$ cat config.mk
export PLATFORM = sky130hd
export DESIGN_NAME = ring_buffer_reader
export DESIGN_NICKNAME = d
export VERILOG_FILES = /design/src/rtl/ring_buffer_reader.sv
export SDC_FILE = /design/constraint.sdc
export NUM_CORES = 1
export LEC_CHECK = 0
export BUFFER_PORTS_ARGS = -buffer_cell sky130_fd_sc_hd__buf_2
export CAP_MARGIN = 20
export CORE_UTILIZATION = 42
export DETAILED_ROUTE_END_ITERATION = 10
export PLACE_DENSITY = 0.76
export SLEW_MARGIN = 20
export SYNTH_ARGS = -nofsm -noshare
export SYNTH_HDL_FRONTEND = slang
export SYNTH_SLANG_ARGS = --single-unit
$ cat constraint.sdc
create_clock -name clk -period 1.9 [get_ports clk]
set_input_delay 0.19 -clock clk [delete_from_list [all_inputs] [get_ports clk]]
set_output_delay 0.19 -clock clk [all_outputs]
set_load 0.02 [all_outputs]
$ cat src/rtl/ring_buffer_reader.sv
// Command ring-buffer consumer: polls the producer's write pointer, fetches pending
// entries, hands them to the interpreter and writes the advanced read pointer back.
module ring_buffer_reader #(
  parameter int unsigned DATA_W     = 32,
  parameter int unsigned ADDR_W     = 15,
  parameter int unsigned DEPTH      = 16,
  parameter int unsigned BUF_BASE   = 16,
  parameter int unsigned RPTR_ADDR  = 1,
  parameter int unsigned WPTR_ADDR  = 2,
  parameter int unsigned POLL_DELAY = 4,
  localparam int unsigned PTR_W     = $clog2(DEPTH)
) (
  input  logic              clk,
  input  logic              rst,
  input  logic [DATA_W-1:0] mem_DataOut,
  input  logic              mem_done,
  input  logic              exec_done,
  output logic              mem_enable,
  output logic              mem_readWrite,
  output logic [ADDR_W-1:0] mem_address,
  output logic [DATA_W-1:0] mem_DataWrite,
  output logic [DATA_W-1:0] dataToInterpreter,
  output logic              exec_sample,
  output logic [PTR_W-1:0]  rd_ptr,
  output logic [PTR_W:0]    level,
  output logic              ptr_error
);

  localparam int unsigned LVL_W = PTR_W + 1;
  localparam int unsigned CNT_W = (POLL_DELAY > 1) ? $clog2(POLL_DELAY) : 1;

  typedef enum logic [2:0] {
    S_IDLE, S_RD_WPTR, S_CHECK, S_RD_ENTRY, S_WAIT_EXEC, S_WR_RPTR
  } state_e;

  state_e             state_q, state_d;
  logic [CNT_W-1:0]   cnt_q, cnt_d;
  logic [PTR_W-1:0]   wptr_q, wptr_d;
  logic [PTR_W-1:0]   rd_ptr_q, rd_ptr_d;
  logic               en_q, en_d;
  logic               rw_q, rw_d;
  logic [ADDR_W-1:0]  addr_q, addr_d;
  logic [DATA_W-1:0]  wdata_q, wdata_d;
  logic [DATA_W-1:0]  data_q, data_d;
  logic               sample_q, sample_d;
  logic               err_q, err_d;

  logic               acc_done;
  logic               wptr_bad;
  logic               exec_ok;
  logic [PTR_W-1:0]   rd_next;

  // A mem_done only completes an access while our request is actually up.
  assign acc_done = en_q & mem_done;
  assign wptr_bad = (mem_DataOut >= DATA_W'(DEPTH));
  assign exec_ok  = exec_done & ~sample_q;
  assign rd_next  = (rd_ptr_q == PTR_W'(DEPTH - 1)) ? '0 : rd_ptr_q + PTR_W'(1);

  always_ff @(posedge clk or negedge rst) begin
    if (!rst) state_q <= S_IDLE;
    else      state_q <= state_d;
  end

  always_comb begin
    state_d = state_q;
    case (state_q)
      S_IDLE:      if (cnt_q == CNT_W'(POLL_DELAY - 1)) state_d = S_RD_WPTR;
      S_RD_WPTR:   if (acc_done) state_d = wptr_bad ? S_IDLE : S_CHECK;
      S_CHECK:     state_d = (rd_ptr_q == wptr_q) ? S_IDLE : S_RD_ENTRY;
      S_RD_ENTRY:  if (acc_done) state_d = S_WAIT_EXEC;
      S_WAIT_EXEC: if (exec_ok) state_d = S_WR_RPTR;
      S_WR_RPTR:   if (acc_done) state_d = (rd_ptr_q != wptr_q) ? S_RD_ENTRY : S_IDLE;
      default:     state_d = S_IDLE;
    endcase
  end

  // Each access state raises its request on entry, so mem_enable is low for at
  // least one cycle between back-to-back accesses.
  always_comb begin
    cnt_d    = '0;
    wptr_d   = wptr_q;
    rd_ptr_d = rd_ptr_q;
    en_d     = en_q;
    rw_d     = rw_q;
    addr_d   = addr_q;
    wdata_d  = wdata_q;
    data_d   = data_q;
    sample_d = 1'b0;
    err_d    = err_q;
    case (state_q)
      S_IDLE: begin
        if (cnt_q != CNT_W'(POLL_DELAY - 1)) cnt_d = cnt_q + CNT_W'(1);
      end
      S_RD_WPTR: begin
        if (!en_q) begin
          en_d   = 1'b1;
          rw_d   = 1'b1;
          addr_d = ADDR_W'(WPTR_ADDR);
        end else if (mem_done) begin
          en_d = 1'b0;
          if (wptr_bad) err_d = 1'b1;
          else          wptr_d = mem_DataOut[PTR_W-1:0];
        end
      end
      S_RD_ENTRY: begin
        if (!en_q) begin
          en_d   = 1'b1;
          rw_d   = 1'b1;
          addr_d = ADDR_W'(BUF_BASE) + ADDR_W'(rd_ptr_q);
        end else if (mem_done) begin
          en_d     = 1'b0;
          data_d   = mem_DataOut;
          sample_d = 1'b1;
        end
      end
      S_WAIT_EXEC: begin
        if (exec_ok) rd_ptr_d = rd_next;
      end
      S_WR_RPTR: begin
        if (!en_q) begin
          en_d    = 1'b1;
          rw_d    = 1'b0;
          addr_d  = ADDR_W'(RPTR_ADDR);
          wdata_d = DATA_W'(rd_ptr_q);
        end else if (mem_done) begin
          en_d = 1'b0;
        end
      end
      default: ;
    endcase
  end

  always_ff @(posedge clk or negedge rst) begin
    if (!rst) begin
      cnt_q    <= '0;
      wptr_q   <= '0;
      rd_ptr_q <= '0;
      en_q     <= 1'b0;
      rw_q     <= 1'b0;
      addr_q   <= '0;
      wdata_q  <= '0;
      data_q   <= '0;
      sample_q <= 1'b0;
      err_q    <= 1'b0;
    end else begin
      cnt_q    <= cnt_d;
      wptr_q   <= wptr_d;
      rd_ptr_q <= rd_ptr_d;
      en_q     <= en_d;
      rw_q     <= rw_d;
      addr_q   <= addr_d;
      wdata_q  <= wdata_d;
      data_q   <= data_d;
      sample_q <= sample_d;
      err_q    <= err_d;
    end
  end

  // Pending entries, wrapping modulo DEPTH.
  always_comb begin
    if (wptr_q >= rd_ptr_q) level = LVL_W'(wptr_q) - LVL_W'(rd_ptr_q);
    else                    level = LVL_W'(wptr_q) + LVL_W'(DEPTH) - LVL_W'(rd_ptr_q);
  end

  assign mem_enable        = en_q;
  assign mem_readWrite     = rw_q;
  assign mem_address       = addr_q;
  assign mem_DataWrite     = wdata_q;
  assign dataToInterpreter = data_q;
  assign exec_sample       = sample_q;
  assign rd_ptr            = rd_ptr_q;
  assign ptr_error         = err_q;

endmodule

* Yosys cells after proc, flatten, opt, wreduce, memory -nomap -nowiden
Index checks and enable logic that the tools add are counted.
Widths: inputs -> output; s select.
** Storage, ports and cells
- Bits in registers :: 68
- Input bits :: 36
- Output and inout bits :: 92
- Word-level logic and storage cells :: 81
** Cells by class
- $add $sub $neg :: 6
- Order comparisons :: 2
- Eq/ne operators :: 19
- Multiplexer cells :: 25
- Bitwise gates (word level) :: 5
- Reduce and logical (&&, ||, !) cells :: 13
** Operator list (count)
- $mux 15 :: 3
- $pmux 15 s3 :: 1
- $ge 32x5->1 const B :: 1
- $ne 2x2->1 const B :: 10
- $pmux 3 s6 :: 1
- $mux 3 :: 5
- $reduce_and 4->1 :: 3
- $mux 2 :: 5
- $mux 1 :: 7
- $add 5x4->6 const A :: 1
- $eq 3x2->1 const B :: 2
- $eq 3x3->1 const B :: 2
- $reduce_and 3->1 :: 2
- $add 4x5->5 const B :: 1
- $mux 5 :: 1
- $reduce_and 5->1 :: 1
- $sub 4x4->5 :: 1
- $sub 5x4->5 :: 1
- $add 4x1->4 const B :: 1
- $eq 4x4->1 :: 1
- $eq 4x4->1 const B :: 1
- $ge 4x4->1 :: 1
- $mux 4 :: 1
- $ne 4x4->1 :: 1
- other kinds (12) :: 16

* Depth between registers and ports, before layout
Gate-level depths: netlist (run 1).
- Word-level depth :: 4
- Depth in mapped cells :: 6
- Gate-level depth less buffers :: 6

* Least setup slack after synthesis (run 1)
No wires, ideal clock.
- Path type :: reg2out
- From :: register rd_ptr_q[0], in the netlist rd_ptr[0]
- To :: output port level[4]
- Arrival :: 2.163 ns
- Data required time :: 1.710 ns
- Path slack :: -0.453 ns
- Cell stages (with the launch flop) :: 6
- Path buffers :: 0
- Cell sequence :: dfrtp_1 ha_1 fa_1 nor4b_1 o211ai_1 a211oi_1
** On the way
- Word-level cells in the longest chain between the ends :: 2
- Elaborated cells between the ends (all ways) :: 4
- Classes of those cells :: add/sub (2); order compare (1); mux (1)
** RTL lines
- from (decl) :: line 39 : logic [PTR_W-1:0] rd_ptr_q, rd_ptr_d;
- from (signal assigned) :: line 148 : rd_ptr_q <= rd_ptr_d;
- $sub 5x4->5 (tied with other cells) :: line 162 : else level = LVL_W'(wptr_q) + LVL_W'(DEPTH) - LVL_W'(rd_ptr_q);
- $mux 5 (*) :: line 161 : if (wptr_q >= rd_ptr_q) level = LVL_W'(wptr_q) - LVL_W'(rd_ptr_q);
- to (decl) :: line 25 : output logic [PTR_W:0] level,
Every way passes the cells marked *; elsewhere a longest branch is shown, timed or not.

* Final worst setup path (run 1)
Same ends and word-level chain as after synthesis.

==> results of run 1 <==
[sequential cells by signal, summed over array words and instances (netlist names)]
name	count
mem_address	5
mem_enable	1
mem_readWrite	1
rd_ptr	4
wptr_q	4
ptr_error	1
cnt_q	2
dataToInterpreter	32
state_q	3
exec_sample	1
mem_DataWrite	4
[worst max-delay path, cell delays in order, from the launching register on]
cell	delay [ps]
dfrtp_2	420
ha_4	160
fa_2	370
nor4b_4	280
o211ai_1	140
a211oi_2	190
buf_4	170
[what timing repair did]
action,in CTS,in global routing
hold endpoints to repair,58,0
hold buffers,1,0
pin swaps,4,1
setup endpoints to repair,3,3
buffers inserted,2,0
gates resized for setup,3,4
[cell type report]
class / instances / area [µm²] / share of cell area (%)
sequential: 58 / 1455 / 40.37
multi-input combinational: 161 / 1225 / 33.98
timing repair buffer: 107 / 616.8 / 17.11
clock buffer: 9 / 123.9 / 3.436
tap: 77 / 96.34 / 2.673
clock inverter: 7 / 53.80 / 1.493
inverter: 9 / 33.78 / 0.9372
[where the power goes]
group | switching [mW] | internal [mW]
registers | 0.0445 | 1.32
logic | 0.367 | 0.229
clock network | 0.531 | 0.481
[how the worst max path moves through the flow]
stage,endpoint,slack [ps],cells past startpoint
after floorplan,level[4],-120,5
after global placement,level[4],20,6
after detailed placement,level[4],-80,6
after CTS,level[4],-400,6
after global routing,level[4],-460,7
final,level[4],-360,6
[per-layer routing]
| layer | wire, µm | GRT usage (%) | vias up |
|---|---|---|---|
| met4 | 73 | 8.307 | 0 |
| met5 | 0 | 0 | - |
| met2 | 2771 | 28.54 | 105 |
| met3 | 424 | 5.015 | 8 |
| met1 | 2628 | 22.79 | 1012 |
| li1 | - | - | 978 |
[placed cells by master (no fill, tap or decap), types with 3 or more instances in the layout]
cell | synthesis | final
o21ai_0 | 4 | 4
a22o_1 | 3 | 3
clkinvlp_4 | 0 | 3
nor4_1 | 7 | 7
dfrtp_2 | 0 | 3
nand3_1 | 3 | 3
clkbuf_8 | 0 | 9
ha_1 | 6 | 5
inv_1 | 9 | 8
a21o_1 | 3 | 3
conb_1 | 1 | 38
mux2_2 | 41 | 41
a21oi_1 | 6 | 6
nand2_1 | 10 | 10
buf_4 | 38 | 16
nor2_1 | 7 | 7
o31ai_1 | 3 | 3
dfrtp_1 | 58 | 55
buf_2 | 3 | 87
[cells by family after synthesis]
family,count (synthesis),synth area share [%]
flops,58,51.19
fa+ha+maj,7,3.354
simple gates,43,8.782
other cells,1,0.1323
mux,41,16.28
xor+xnor,3,0.9269
compound gates,29,7.149
buf+inv,53,12.18
[metrics by stage]
step	worst slack, ps	hold WS [ps]
after floorplan	-116.0	-105.6
after global placement	20.46	173.0
after detailed placement	-78.96	173.9
after CTS	-396.2	91.69
after global routing	-455.7	90.86
final	-356.2	110.7
==> metrics.txt, run 1 <==
Final ANT Viol Nets=0; ANT cells=0; pwr/cell area=824.9 nW/µm²; Post-Place Cells=410; CP startpoint=rd_ptr[0]$_DFFE_PN0P_; VDD IR max=623.8 µV; die area=7083 µm²; port buffer count=89; # setup viols final=3; startpoint types=flop; Pre-Repair DR Iteration Count=8; period utilization=118.7%; I/O Pins=128; Clock Pin Slew Worst Setup and Hold Paths=70 ps; final wirelength=5.898 mm; Primary FF master, synth=dfrtp_1; Final Util=56.13%; Seq/Total Area, Yosys=51.19%; clock root cell=clkbuf_8; clock latency on the worst-skew pair=320 ps; worst reg2reg path endpoint=wptr_q[0]$_DFFE_PN0P_; placed wire-length estimate=4.477 mm; wire per inst=13.78 µm; largest net degree at the start of global routing=32; r2r worst-path depth=4; gr usage total=17.92%; Max Fanout on Critical Path=2; cell row count=29; post-route insts no fill=428; RD Place Congestion=0.7875; Die W=84.16 µm; Clock Skew=5.170 ps; CP endpoint kind=primary output; number of synthesized flops with an enable pin=0; hold depth=2; Vias/cell=4.914; total power=2.973 mW; Final #Nets=389; Overflow after GRT=0; setup ws final=-356.2 ps; RSZ-0062 raised after global routing=yes; TritonCTS buffer count=9; top-count cell post-synth=dfrtp_1; Yosys warnings=0; final instance area=3605 µm²; clock sinks=58; flops & latches, synth=58; Final Hold Vio Count=0; Die Span Y=84.16 µm; H-tree lvl count=3; outcome=finished with violations; first-pass GRT wire length=10.01 mm; antenna violations before repair=0; Req. time, crit path=1710 ps; area leader, netlist=dfrtp_1; Max Fclk=443.2 MHz; Synth top cells by count=58 x dfrtp_1, 41 x mux2_2, 38 x buf_4, 10 x nand2_1, 9 x inv_1; Hold Crit Start=mem_DataOut[12]; Core ar.=6422 µm²; hold worst-path end=dataToInterpreter[12]$_DFFE_PN0P_; drc violations=22; Static Leak=1.989 nW; total number of vias=2103; max-cap check violation count=0; reg-to-reg slack, setup=180 ps; Syn Area/Cell=12.06 µm²; synth top area cells=dfrtp_1 51%, mux2_2 16%, buf_4 10%; area grow syn2layout=27.14%; crit path kind=flop to primary output; Final min period=2256 ps; Setup TNS=-571.7 ps; hold crit path type=input pin to flop; Yosys cell types=39; share of the synthesized area in the top cell type=51.19%; share of layout cells above drive strength 1=50.14%; first-iteration detailed-routing DRC count=83; Slew Limit Fails=0; Initial Util=44.15%; Clock Tree Buf Depth=2; Mapped Area=2835 µm²; fill cell count=563; CTS tree=done; Critical R2R Launch=mem_enable$_DFFE_PN0P_; Cells after Synth=235; Post-synth ARST share=100.0%; Worst Path Arrival=2070 ps; vias in the first global route=2150; Placed Area=3385 µm²; failing checks=design-rule violations, negative setup slack
No activity file was read; power rests on OpenSTA's default activity.
==> run 2, diff against run 1 <==
--- a/config.mk
+++ b/config.mk
@@ -8,8 +8,10 @@
 export BUFFER_PORTS_ARGS = -buffer_cell sky130_fd_sc_hd__buf_2
 export CAP_MARGIN = 20
 export CORE_UTILIZATION = 42
+export CTS_CLUSTER_DIAMETER = 80
 export DETAILED_ROUTE_END_ITERATION = 10
 export PLACE_DENSITY = 0.76
+export SETUP_SLACK_MARGIN = 0.2
 export SLEW_MARGIN = 20
 export SYNTH_ARGS = -nofsm -noshare
 export SYNTH_HDL_FRONTEND = slang
==> metrics.txt, run 2 (synthesis results as in run 1) <==
CTS tree=done; number of flip-flops in the largest register=32 (unchanged); register share of total power=42.2% (-3.8 points); Initial Util=44.15% (unchanged); VDD IR max=499.5 µV (-20%); pwr/cell area=866.5 nW/µm² (+5.0%); Pre-Repair DR Iteration Count=7 (-1); vias in the first global route=1995 (-7.2%); outcome=finished with violations; met1 global-route usage=21.67% (-1.1 points); worst-margin pin slew=602.3 ps; placed wire-length estimate=4.311 mm (-3.7%); CP max-delay cell=dfrtp_2; failing checks=design-rule violations, negative setup slack; sw power=927.9 µW (-1.5%); H-tree lvl count=3 (unchanged); P_int=2.367 mW (+17%); gr usage total=17.49% (-0.44 points); Die Span Y=84.16 µm (unchanged); max-cap check violation count=0 (unchanged); Overflow after GRT=0 (unchanged); clock sinks=58 (unchanged); Clock Pin Slew Worst Setup and Hold Paths=70 ps (about the same); Final Hold Vio Count=0 (unchanged); busiest grt layer=met2; Static Leak=2.058 nW (+3.5%); final wirelength=6.305 mm (+6.9%); I/O Pins=128 (unchanged); cell row count=29 (unchanged); Worst Path Arrival=2100 ps (+30 ps); startpoint types=flop; ANT cells=0 (unchanged); CP endpoint kind=primary output; first-pass GRT wire length=9.494 mm (-5.1%); critical path, cell by cell=ha_4, fa_2, nor4b_2, o211ai_1, a211oi_2, buf_4; drc violations=22 (unchanged); Core ar.=6422 µm² (unchanged); total number of vias=2127 (+1.1%); commonest non-fill, non-tap cell in the layout=buf_2; Req. time, crit path=1710 ps (about the same); crit path kind=flop to primary output; port buffer count=89 (unchanged); RSZ-0062 raised after global routing=yes; wire per inst=14.66 µm (+6.4%); Worst slew margin=59.85%; Clock Tree Buf Depth=2 (unchanged); first-iteration detailed-routing DRC count=72 (-13%); TritonCTS buffer count=9 (unchanged); Max Fclk=437.0 MHz (-1.4%); Final #Nets=392 (+0.77%); antenna violations before repair=0 (unchanged); area grow syn2layout=34.11%; clock root cell=clkbuf_8; Slew Limit Fails=0 (unchanged); hold crit path type=input pin to flop; met3 Use GR=5.900% (+0.88 points); # setup viols final=3 (unchanged); total power=3.295 mW (+11%); clock network power share=39.4% (+5.4 points); RD Place Congestion=0.7439 (-5.5%); Setup TNS=-556.8 ps (+14.85 ps); combinational power share=18.5% (-1.5 points); setup ws final=-388.5 ps (-32.25 ps); Vias/cell=4.947 (+0.67%); Die W=84.16 µm (unchanged); period utilization=120.4% (+1.7 points); die area=7083 µm² (unchanged); Max Fanout on Critical Path=2 (unchanged); Final ANT Viol Nets=0 (unchanged); Sw Ratio=28.16% (-3.5 points); largest net degree at the start of global routing=35 (+9.4%); share of layout cells above drive strength 1=51.84% (+1.7 points); Clock Skew=5.035 ps (-0.1346 ps); Final min period=2288 ps (+32.25 ps); most frequent cells in the layout=86 x buf_2, 54 x dfrtp_1, 38 x conb_1; GR Layer Usage met2=27.79% (-0.75 points); clock latency on the worst-skew pair=330 ps (about the same); CP peak stage delay=420 ps (about the same)
run 2: cell count changes in the layout (fill, tap and decap cells not counted), sizes merged:
| cell | previous run | this run |
|---|---|---|
| bufinv | 0 | 2 |
| clkbuf | 9 | 14 |
| clkinv | 2 | 0 |
| clkinvlp | 3 | 2 |
| inv | 11 | 9 |
run 2: final cells by class:
cell class	count	area (µm²)
Inverter	9	36.28
Clock inverter	4	75.07
Sequential cell	58	1456
Multi-Input combinational cell	161	1289
Tap cell	77	96.34
Timing Repair Buffer	110	698.2
Clock buffer	11	151.4
Fill cell	532	2620
run 2: metrics by stage:
step	instance area, µm²	worst slack, ps	utilization, %	cells	hold slack [ps]
final	3802	-388.5	59.21	430	99.07
after global routing	3802	-517.4	59.21	430	89.85
after CTS	3611	-407.2	56.22	424	78.95
after detailed placement	3358	-100.1	52.29	407	227.5
after global placement	3358	21.14	52.29	407	216.4
after floorplan	3005	-116.0	-	272	-105.6
run 2: critical path, delay by kind of cell, from the launching register on:
family | cells | cell delay, ps
fa+ha+maj | 2 | 540
flops | 1 | 420
buf+inv | 1 | 180
compound gates | 2 | 380
simple gates | 1 | 260
run 2: path summary, 6_finish.rpt:
path / from / depth (start not counted) / slack, ps / end
worst max-delay path: rd_ptr[0]$_DFFE_PN0P_ / 6 / -390 / level[4]
worst min-delay path: mem_DataOut[3] / 2 / 100 / wptr_q[3]$_DFFE_PN0P_
worst max register to register: mem_enable$_DFFE_PN0P_ / 4 / 230 / wptr_q[2]$_DFFE_PN0P_
worst min register to register: cnt_q[0]$_DFF_PN0_ / 1 / 450 / cnt_q[0]$_DFF_PN0_
max in group asynchronous: rst / 3 / 890 / rd_ptr[2]$_DFFE_PN0P_
min in group asynchronous: rst / 2 / 400 / dataToInterpreter[31]$_DFFE_PN0P_
run 2: power by group through the flow:
stage	registers (mW)	logic, mW	clock network [mW]
after floorplan	1.48	0.341	0
after global placement	1.40	0.543	0
after detailed placement	1.41	0.572	0
after CTS	1.39	0.575	1.32
after global routing	1.40	0.668	1.39
final	1.39	0.608	1.30
run 2: routing by layer:
metal	up-vias	routed length (µm)
met2	119	2996
met3	14	493
met5	-	0
met4	0	142
met1	1012	2672
li1	982	-
run 2: timing repair:
action / CTS / global route
hold buffers: 1 / 0
gates cloned: 0 / 3
setup buffers: 1 / 3
hold endpoints to repair: 24 / 0
pin swaps: 2 / 3
setup endpoints to repair: 8 / 16
gates resized for setup: 5 / 25
==> run 3, diff against run 2 <==
--- a/config.mk
+++ b/config.mk
@@ -7,10 +7,11 @@
 export LEC_CHECK = 0
 export BUFFER_PORTS_ARGS = -buffer_cell sky130_fd_sc_hd__buf_2
 export CAP_MARGIN = 20
-export CORE_UTILIZATION = 42
+export CORE_UTILIZATION = 44
+export CTS_BUF_LIST = sky130_fd_sc_hd__clkbuf_4 sky130_fd_sc_hd__clkbuf_8
 export CTS_CLUSTER_DIAMETER = 80
 export DETAILED_ROUTE_END_ITERATION = 10
-export PLACE_DENSITY = 0.76
+export PLACE_DENSITY = 0.79
 export SETUP_SLACK_MARGIN = 0.2
 export SLEW_MARGIN = 20
 export SYNTH_ARGS = -nofsm -noshare
==> metrics.txt, run 3 (synthesis results as in run 1) <==
outcome=finished with violations; VDD IR max=698.3 µV (+40%); Worst Path Arrival=2010 ps (-90 ps); clock network power share=39.5% (about the same); placed wire-length estimate=4.347 mm (+0.83%); pre-CTS setup slack=-13.08 ps (+86.98 ps); I/O Pins=128 (unchanged); Max Fclk=454.0 MHz (+3.9%); RD Place Congestion=0.7493 (+0.73%); drc violations=0 (-100%); most frequent cells in the layout=86 x buf_2, 53 x dfrtp_1, 40 x mux2_2; final wirelength=5.899 mm (-6.4%); period utilization=115.9% (-4.5 points); Final #Nets=389 (-0.77%); Hold Crit Start=mem_DataOut[17]; TritonCTS buffer count=9 (unchanged); first-iteration detailed-routing DRC count=97 (+35%); die area=6768 µm² (-4.4%); combinational power share=18.1% (-0.4 points); Core ar.=6061 µm² (-5.6%); cell row count=28 (-3.4%); Clock Pin Slew Worst Setup and Hold Paths=60 ps (about the same); Max Fanout on Critical Path=2 (unchanged); Final min period=2203 ps (-85.60 ps); setup ws final=-302.9 ps (+85.61 ps); Pre-Repair DR Iteration Count=4 (-3); crit path kind=flop to primary output; clock root cell=clkbuf_8; # setup viols final=2 (-1); area grow syn2layout=28.46%; CP endpoint kind=primary output; Slew Limit Fails=0 (unchanged); startpoint types=flop; largest net degree at the start of global routing=40 (+14%); commonest non-fill, non-tap cell in the layout=buf_2; Sw Ratio=27.86% (-0.30 points); ANT cells=0 (unchanged); Die W=82.27 µm (-2.2%); RSZ-0062 raised after global routing=yes; total power=3.238 mW (-1.7%); max-cap check violation count=0 (unchanged); register share of total power=42.3% (about the same); clock latency on the worst-skew pair=340 ps (about the same); total number of vias=2105 (-1.0%); Initial Util=46.78% (+2.6 points); reg-to-reg slack, setup=270 ps (+40 ps); vias in the first global route=1973 (-1.1%); Vias/cell=4.941 (-0.11%); Die Span Y=82.27 µm (-2.2%); worst reg2reg path endpoint=mem_DataWrite[1]$_DFFE_PN0P_; number of flip-flops in the largest register=32 (unchanged); share of layout cells above drive strength 1=51.00% (-0.84 points); sw power=902.2 µW (-2.8%); Setup crit end=level[4]; Clock Tree Buf Depth=2 (unchanged); Overflow after GRT=0 (unchanged); clock sinks=58 (unchanged); gr usage total=18.99% (+1.5 points); H-tree lvl count=3 (unchanged); Req. time, crit path=1710 ps (about the same); Final ANT Viol Nets=0 (unchanged); failing checks=negative setup slack; P_int=2.336 mW (-1.3%); Critical R2R Launch=mem_enable$_DFFE_PN0P_; hold crit path type=input pin to flop; first-pass GRT wire length=9.114 mm (-4.0%); CP startpoint=rd_ptr[0]$_DFFE_PN0P_; port buffer count=89 (unchanged); r2r worst-path depth=4 (unchanged); pwr/cell area=889.1 nW/µm² (+2.6%); wire per inst=13.85 µm (-5.6%); hold slack=99.38 ps (+0.3171 ps); antenna violations before repair=0 (unchanged); CTS tree=done; Static Leak=2.015 nW (-2.1%); Final Hold Vio Count=0 (unchanged); Clock Skew=5.557 ps (+0.5223 ps)
[run 3: cell types whose count changed in the layout (fill, tap and decap cells not counted), moves of 2 or more]
cell	delta
clkbuf_16	-3
clkinv_2	+2
mux2_2	+15
mux2_4	-15
[run 3: through the flow]
step	utilization [%]	setup TNS [ps]	cell area [µm²]	cells
detailed placement	55.49	-13.08	3363	406
global route	60.10	-646.0	3642	426
CTS	59.89	-528.5	3630	425
global placement	55.49	0	3363	406
finish	60.10	-470.8	3642	426
floorplan	-	-116.0	3005	272
[run 3: worst min path at each step]
stage	to	slack, ps	cells after the start
detailed placement	dataToInterpreter[24]$_DFFE_PN0P_	170	1
CTS	dataToInterpreter[17]$_DFFE_PN0P_	80	2
finish	dataToInterpreter[17]$_DFFE_PN0P_	100	2
global route	dataToInterpreter[14]$_DFFE_PN0P_	90	2
global placement	dataToInterpreter[24]$_DFFE_PN0P_	170	1
floorplan	cnt_q[0]$_DFF_PN0_	-110	0
[run 3: area by class of cell]
type	instances	area (µm²)
Fill cell	501	2419
Inverter	9	33.78
Clock buffer	11	145.1
Tap cell	75	93.84
Multi-Input combinational cell	161	1215
Timing Repair Buffer	107	619.3
Clock inverter	5	77.57
Sequential cell	58	1458
[run 3: worst max-delay path: stages, from the launching register on]
cell,delay (ps)
dfrtp_2,420
ha_4,170
fa_2,340
nor4b_2,260
o211ai_1,130
a211oi_2,190
buf_4,170
[run 3: routing by layer]
layer  global-route usage [%]  wire length [µm]
met5                        0                 0
met4                    10.53               120
met3                    5.275               426
met2                    30.17              2773
met1                    23.28              2579
[run 3: what timing repair did]
| item | CTS | global route |
|---|---|---|
| resized for setup | 6 | 3 |
| endpoints found under the hold margin | 19 | 0 |
| hold buffers | 1 | 0 |
| endpoints found under the setup margin | 8 | 8 |
| pin swaps | 5 | 2 |
| setup buffers | 2 | 1 |
[run 3: power by group through the flow]
stage | combinational [mW] | sequential [mW] | clock, mW
after floorplan | 0.341 | 1.48 | 0
after global placement | 0.544 | 1.40 | 0
after detailed placement | 0.558 | 1.41 | 0
after CTS | 0.591 | 1.37 | 1.31
after global routing | 0.662 | 1.38 | 1.36
final | 0.588 | 1.37 | 1.28
